==> src/rtl/alu16_mul_ctrl.sv <==
// Shift-add sequencer for unsigned 16x16->32 multiply, borrowing the shared
// 16-bit ALU for one add per cycle over 16 RUN cycles.
module alu16_mul_ctrl (
    input  logic        clk,
    input  logic        rst,
    input  logic        start,
    input  logic [15:0] op_a,
    input  logic [15:0] op_b,
    output logic        busy,
    output logic        done,
    output logic [31:0] product,
    output logic [15:0] alu_a,
    output logic [15:0] alu_b,
    output logic        alu_b_negate,
    output logic [2:0]  alu_op,
    input  logic [15:0] alu_result,
    input  logic        alu_carry_out
);

    localparam logic [2:0] ADD_OP = 3'b010;

    typedef enum logic [1:0] {
        ST_IDLE = 2'd0,
        ST_RUN  = 2'd1,
        ST_DONE = 2'd2
    } state_t;

    state_t      state_r, state_s;
    logic [15:0] m_r, m_s;
    logic [15:0] phi_r, phi_s;
    logic [15:0] plo_r, plo_s;
    logic [4:0]  cnt_r, cnt_s;
    logic        busy_r, done_r;
    logic [16:0] sum_s;

    // Next-state and datapath update; the 33-bit partial product shifts right each RUN cycle.
    always_comb begin
        state_s = state_r;
        m_s     = m_r;
        phi_s   = phi_r;
        plo_s   = plo_r;
        cnt_s   = cnt_r;
        if (plo_r[0]) begin
            sum_s = {alu_carry_out, alu_result};
        end else begin
            sum_s = {1'b0, phi_r};
        end
        case (state_r)
            ST_IDLE: begin
                if (start) begin
                    m_s     = op_a;
                    plo_s   = op_b;
                    phi_s   = 16'd0;
                    cnt_s   = 5'd0;
                    state_s = ST_RUN;
                end else begin
                    state_s = ST_IDLE;
                end
            end
            ST_RUN: begin
                phi_s = sum_s[16:1];
                plo_s = {sum_s[0], plo_r[15:1]};
                cnt_s = cnt_r + 5'd1;
                if (cnt_r == 5'd15) begin
                    state_s = ST_DONE;
                end else begin
                    state_s = ST_RUN;
                end
            end
            ST_DONE: begin
                state_s = ST_IDLE;
            end
            default: begin
                state_s = ST_IDLE;
            end
        endcase
    end

    // State, operand/product registers and the registered handshake flags.
    always_ff @(posedge clk or posedge rst) begin
        if (rst) begin
            state_r <= ST_IDLE;
            m_r     <= 16'd0;
            phi_r   <= 16'd0;
            plo_r   <= 16'd0;
            cnt_r   <= 5'd0;
            busy_r  <= 1'b0;
            done_r  <= 1'b0;
        end else begin
            state_r <= state_s;
            m_r     <= m_s;
            phi_r   <= phi_s;
            plo_r   <= plo_s;
            cnt_r   <= cnt_s;
            busy_r  <= (state_s == ST_RUN);
            done_r  <= (state_s == ST_DONE);
        end
    end

    // ALU drive is only non-zero while the ALU is owned (RUN).
    always_comb begin
        alu_b_negate = 1'b0;
        if (busy_r) begin
            alu_a  = phi_r;
            alu_b  = m_r;
            alu_op = ADD_OP;
        end else begin
            alu_a  = 16'd0;
            alu_b  = 16'd0;
            alu_op = 3'd0;
        end
    end

    assign busy    = busy_r;
    assign done    = done_r;
    assign product = {phi_r, plo_r};

endmodule
==> config.mk <==
export PLATFORM = sky130hd
export DESIGN_NAME = alu16_mul_ctrl
export DESIGN_NICKNAME = d
export VERILOG_FILES = /design/src/rtl/alu16_mul_ctrl.sv
export SDC_FILE = /design/constraint.sdc
export NUM_CORES = 1
export LEC_CHECK = 0
export BUFFER_PORTS_ARGS = -buffer_cell sky130_fd_sc_hd__buf_2
export CAP_MARGIN = 20
export CELL_PAD_IN_SITES_DETAIL_PLACEMENT = 1
export CELL_PAD_IN_SITES_GLOBAL_PLACEMENT = 1
export CORE_ASPECT_RATIO = 0.5
export CORE_UTILIZATION = 35
export CTS_CLUSTER_SIZE = 24
export DETAILED_ROUTE_END_ITERATION = 6
export PLACE_DENSITY_LB_ADDON = 0.2
export SKIP_LAST_GASP = 1
export SLEW_MARGIN = 25
export SYNTH_ARGS = -nofsm -noshare
export SYNTH_HDL_FRONTEND = slang
export SYNTH_SLANG_ARGS = --single-unit
==> constraint.sdc <==
create_clock -name clk -period 1.8 [get_ports clk]
set_input_delay 0.27 -clock clk [delete_from_list [all_inputs] [get_ports clk]]
set_output_delay 0.27 -clock clk [all_outputs]
set_load 0.05 [all_outputs]
# [Yosys cells after proc, flatten, opt, wreduce, memory -nomap -nowiden]
# Cells that the tools add are included.
[word_totals] input_bits=52 mem_bits_ro=0 latch_bits=0 out_inout_bits=70 wordCells=30 register_bits=57 memories=0 ramBits=0
[classes] div=0 n_mul=0 reduce_logical=4 mux=13 bitwise_logic=0 shifts=0 n_eq_ne=5 magnitude_cmp=0 add_sub_neg=1
[op_table] operator="16-bit two-way mux" n=4
[op_table] operator="16-bit one-hot mux with 2 select lines" n=2
[op_table] operator="17-bit two-way mux" n=1
[op_table] operator="5-bit one-hot mux with 2 select lines" n=1
[op_table] operator="5-bit by 1-bit adder with 5-bit output (second input constant)" n=1
[op_table] operator="5-bit by 4-bit == test with 1-bit output (second input constant)" n=1
[op_table] operator="5-bit two-way mux" n=1
[op_table] operator="2-bit by 1-bit == test with 1-bit output (second input constant)" n=2
[op_table] operator="2-bit two-way mux" n=2
[op_table] operator="2-bit one-hot mux with 2 select lines" n=1
[op_table] operator="2-bit AND reduction" n=2
[op_table] operator="2-bit == test (second input constant)" n=1
[op_table] operator="2-bit logical NOT" n=1
[op_table] operator="2-bit inequality test (second input constant)" n=1
[op_table] operator="2-bit nonzero test" n=1
[op_table] operator="1-bit two-way mux" n=1

# [Depth between registers and ports, before layout]
[depth] depth_word=4 depth_mapped=5 mapped_depth_nobuf=4

# [Worst setup path after synthesis]
# Ideal clock, no wire load.
[synth_timing] kind="register -> output" from="register busy_r, in the netlist busy" to="output alu_a[0]" arrival_ns=1.367 required_ns=1.530 path_slack_ns=0.163 path_buffers=1 path_stages_with_launch=3 cell_sequence="dfrtp_1 -> clkbuf_1 -> and2_1"
[synth_between] elab_chain_cells=1
[synth_rtl] element="from (decl)" line_no="33" rtl="logic busy_r, done_r;"
[synth_rtl] element="from (signal assigned)" line_no="95" rtl="busy_r <= (state_s == ST_RUN);"
[synth_rtl] element="16-bit two-way mux" line_no="103" rtl="if (busy_r) begin"
[synth_rtl] element="to (decl)" line_no="12" rtl="output logic [15:0] alu_a,"
# Every way passes these cells.

# [Worst setup path in the final report]
[layout_timing] from="register busy_r, in the netlist busy" to="output alu_b[1]"
[layout_between] elab_chain_cells=1
[layout_rtl] element="16-bit two-way mux" line_no="103"
[layout_rtl] element="to (decl)" line_no="13" rtl="output logic [15:0] alu_b,"
# Every way passes these cells.

==> flow_summary.json <==
{
  "critPathMaxStageDelay_ns": 0.38,
  "drt-pass1-iter-count": 4,
  "timing.hold.worst_endpoint": "m_r[0]$_DFFE_PP0N_",
  "worstPathRequired_ns": 1.53,
  "synth_ff_type": "dfrtp_1",
  "setup-tns-final_ns": 0,
  "detailedPlace.worstSlack_ns": 0.2900,
  "synth_top_family_by_area": "simple AND/OR/NAND/NOR gates",
  "post_drt_via_cell_ratio": 4.721,
  "grt_max_degree": 38,
  "clk_pin_slew_worst_paths_ns": 0.06,
  "remaining_drc_errors": 0,
  "outcome": "complete, no violations",
  "synth-seq-cells": 57,
  "timing.critical_path.from": "busy$_DFF_PP0_",
  "dieWidth_um": 128.6,
  "path_delay_family": "buffers and inverters",
  "clock_buffers_created_by_tritoncts": 9,
  "die_ht_um": 65.29,
  "io_buffers": 118,
  "fin_nets": 440,
  "place.detailed.hpwl_mm": 5.423,
  "reg2regPathDepth": 4,
  "finalHoldViolations": 0,
  "finalSetupViolCount": 0,
  "postCtsResizedCells": 0,
  "synthDominantCellAreaShare_pct": 50.87,
  "final_max_slew_viol_count": 0,
  "period_share_pct": 89.20,
  "timing.critical_path.slowest_stage_cell": "dfrtp_1",
  "wp_data_arrival_ns": 1.34,
  "wl_mm": 7.652,
  "syn-instance-count": 265,
  "hold-path-cell-count": 2,
  "clock-sinks": 57,
  "routed_wire_length_per_instance_um": 15.33,
  "fmax_mhz": 622.8,
  "worstHoldPathType": "input pin to flop",
  "timing.max_cap.violations": 0,
  "grt_antenna_before_repair": 0,
  "avgSynthCellArea_um2": 10.58,
  "design.die.area_um2": 8395,
  "h-tree-depth": 3,
  "placeableCoreArea_um2": 7542,
  "worstPathBufferInverterCount": 2,
  "routabilityCongestion": 0.7376,
  "initial_utilization_pct": 37.18,
  "synth_adder_area_share_pct": 0.8925,
  "vias": 2356,
  "synth_compound_area_share_pct": 10.71,
  "synth_cell_types": 29,
  "worst_clock_skew_ns": 0.008912,
  "synth_warnings": 0,
  "grt_setup_unrepaired": "false",
  "boundaryPins": 122,
  "post-route-worst-setup-slack_ns": 0.1944,
  "synth_top_cells_by_area": "dfrtp_1, and2_1, mux2i_1",
  "crit_chain": "buf_4, and2_1, buf_2",
  "period_needed_ns": 1.606,
  "grt_first_pass_wirelength_mm": 12.60,
  "ctsLongestPathBuffers": 2,
  "timing.reg2reg.setup_slack_ns": 0.27,
  "vias_in_the_first_global_route": 2547,
  "grt_overflow_total": 0,
  "muxShareOfSynthArea_pct": 13.57,
  "worst_hold_slack_ns": 0.1672,
  "synth_area_leader_cell": "dfrtp_1",
  "detailedRoute.firstIterationViolations": 128,
  "crit_path_start_kind": "flop",
  "netlist_area_um2": 2804,
  "cp-end-kind": "primary output",
  "synth_xor_xnor_area_share_pct": 0,
  "ctsRootBufferMaster": "clkbuf_16",
  "synth_simple_gate_area_share_pct": 18.74,
  "synth_enable_flop_cells": 0,
  "layout_cell_share_with_drive_strength_beyond_1_pct": 42.20,
  "area.growth.synth_to_final_pct": 36.99,
  "synthMostInstantiatedCell": "dfrtp_1",
  "worst_r2r_endpoint": "cnt_r[2]$_DFFE_PP0P_",
  "crit_fanout": 20,
  "grt_usage_pct": 19.97,
  "hold_start": "op_a[0]",
  "fp-row-count": 22,
  "count_of_inserted_antenna_diode_cells": 0,
  "synth.top_cells.by_count": "dfrtp_1, and2_1, nand2_1, o21ai_0, mux2i_1",
  "synth.yosys.seq_area_share_pct": 50.87,
  "tritoncts": "done",
  "clock_latency_ns": 0.33,
  "criticalPathCategory": "flop to primary output",
  "ant_nets": 0,
  "async_flop_share_pct": 100.0,
  "r2r-start": "state_r[0]$_DFF_PP0_"
}
## worst reg2reg max path, stage by stage (launching register included)
cell	delay, ns
dfrtp_1	0.43
o21bai_2	0.41
buf_4	0.38
a21oi_1	0.10
mux2i_1	0.14
## final cells by class
type,instances,area (µm²)
Sequential cell,57,1426
Inverter,3,11.26
Fill cell,908,3701
Timing Repair Buffer,131,715.7
Clock buffer,9,225.2
Tap cell,108,135.1
Multi-Input combinational cell,184,1249
Clock inverter,7,78.83
## logic make-up (layout without fill, tap and decap cells)
logic type	count (synthesis)	count (layout)
buf+inv	26	150
simple gates	91	91
flops	57	57
other cells	1	3
compound gates	55	55
mux	33	33
fa+ha+maj	2	2
## cells in the final DEF, fill, tap and decap left out
cell type	n
nor3b_4	1
buf_2	118
nand4_1	1
clkinvlp_4	3
and3b_1	15
dlygate4sd3_1	1
a211oi_1	1
nor2_1	1
inv_1	2
mux2_4	8
inv_6	2
clkbuf_16	9
a21oi_1	16
nand2_1	34
nand2b_1	2
buf_12	2
ha_1	2
nor2b_1	2
bufinv_16	1
and3_1	1
inv_2	1
and2_1	34
conb_1	3
o31ai_1	1
mux2i_1	17
buf_4	10
dfrtp_1	57
a32o_1	1
o21bai_1	2
o21ai_0	32
mux2_2	8
o21bai_2	1
clkinv_4	1
a22o_1	1
## sequential cells by signal, indices dropped and copies added, names as in the netlist
| register | flops |
|---|---|
| busy | 1 |
| cnt_r | 5 |
| done | 1 |
| m_r | 16 |
| phi_r | 16 |
| plo_r | 16 |
| state_r | 2 |
## metal layers
layer	vias up	share of wire (%)	track usage, %
met5	-	0	0
met4	0	0.88	6.176
met3	7	6.3	6.759
met2	77	50	35.68
met1	1131	43	22.78
li1	1141	-	-
## metrics by stage
stage | area [µm²] | cells | utilization, %
6_report | 3841 | 499 | 50.93
3_3_place_gp | 3527 | 482 | 46.77
4_1_cts | 3841 | 499 | 50.93
5_1_grt | 3841 | 499 | 50.93
2_1_floorplan | 2811 | 267 | -
3_5_place_dp | 3527 | 482 | 46.77
## timing repair
item	CTS	global route
endpoints found under the hold margin	20	0
setup buffers	0	0
hold buffers	1	0
## worst max-delay path by stage
stage	end	depth (start not counted)
5_1_grt	alu_b[15]	3
3_5_place_dp	cnt_r[2]$_DFFE_PP0P_	4
2_1_floorplan	busy$_DFF_PP0_	1
4_1_cts	alu_b[9]	3
3_3_place_gp	cnt_r[2]$_DFFE_PP0P_	4
6_report	alu_b[1]	3
Power is not shown: default switching activity piles up to over one toggle a cycle in this logic, so the estimate is an artifact.
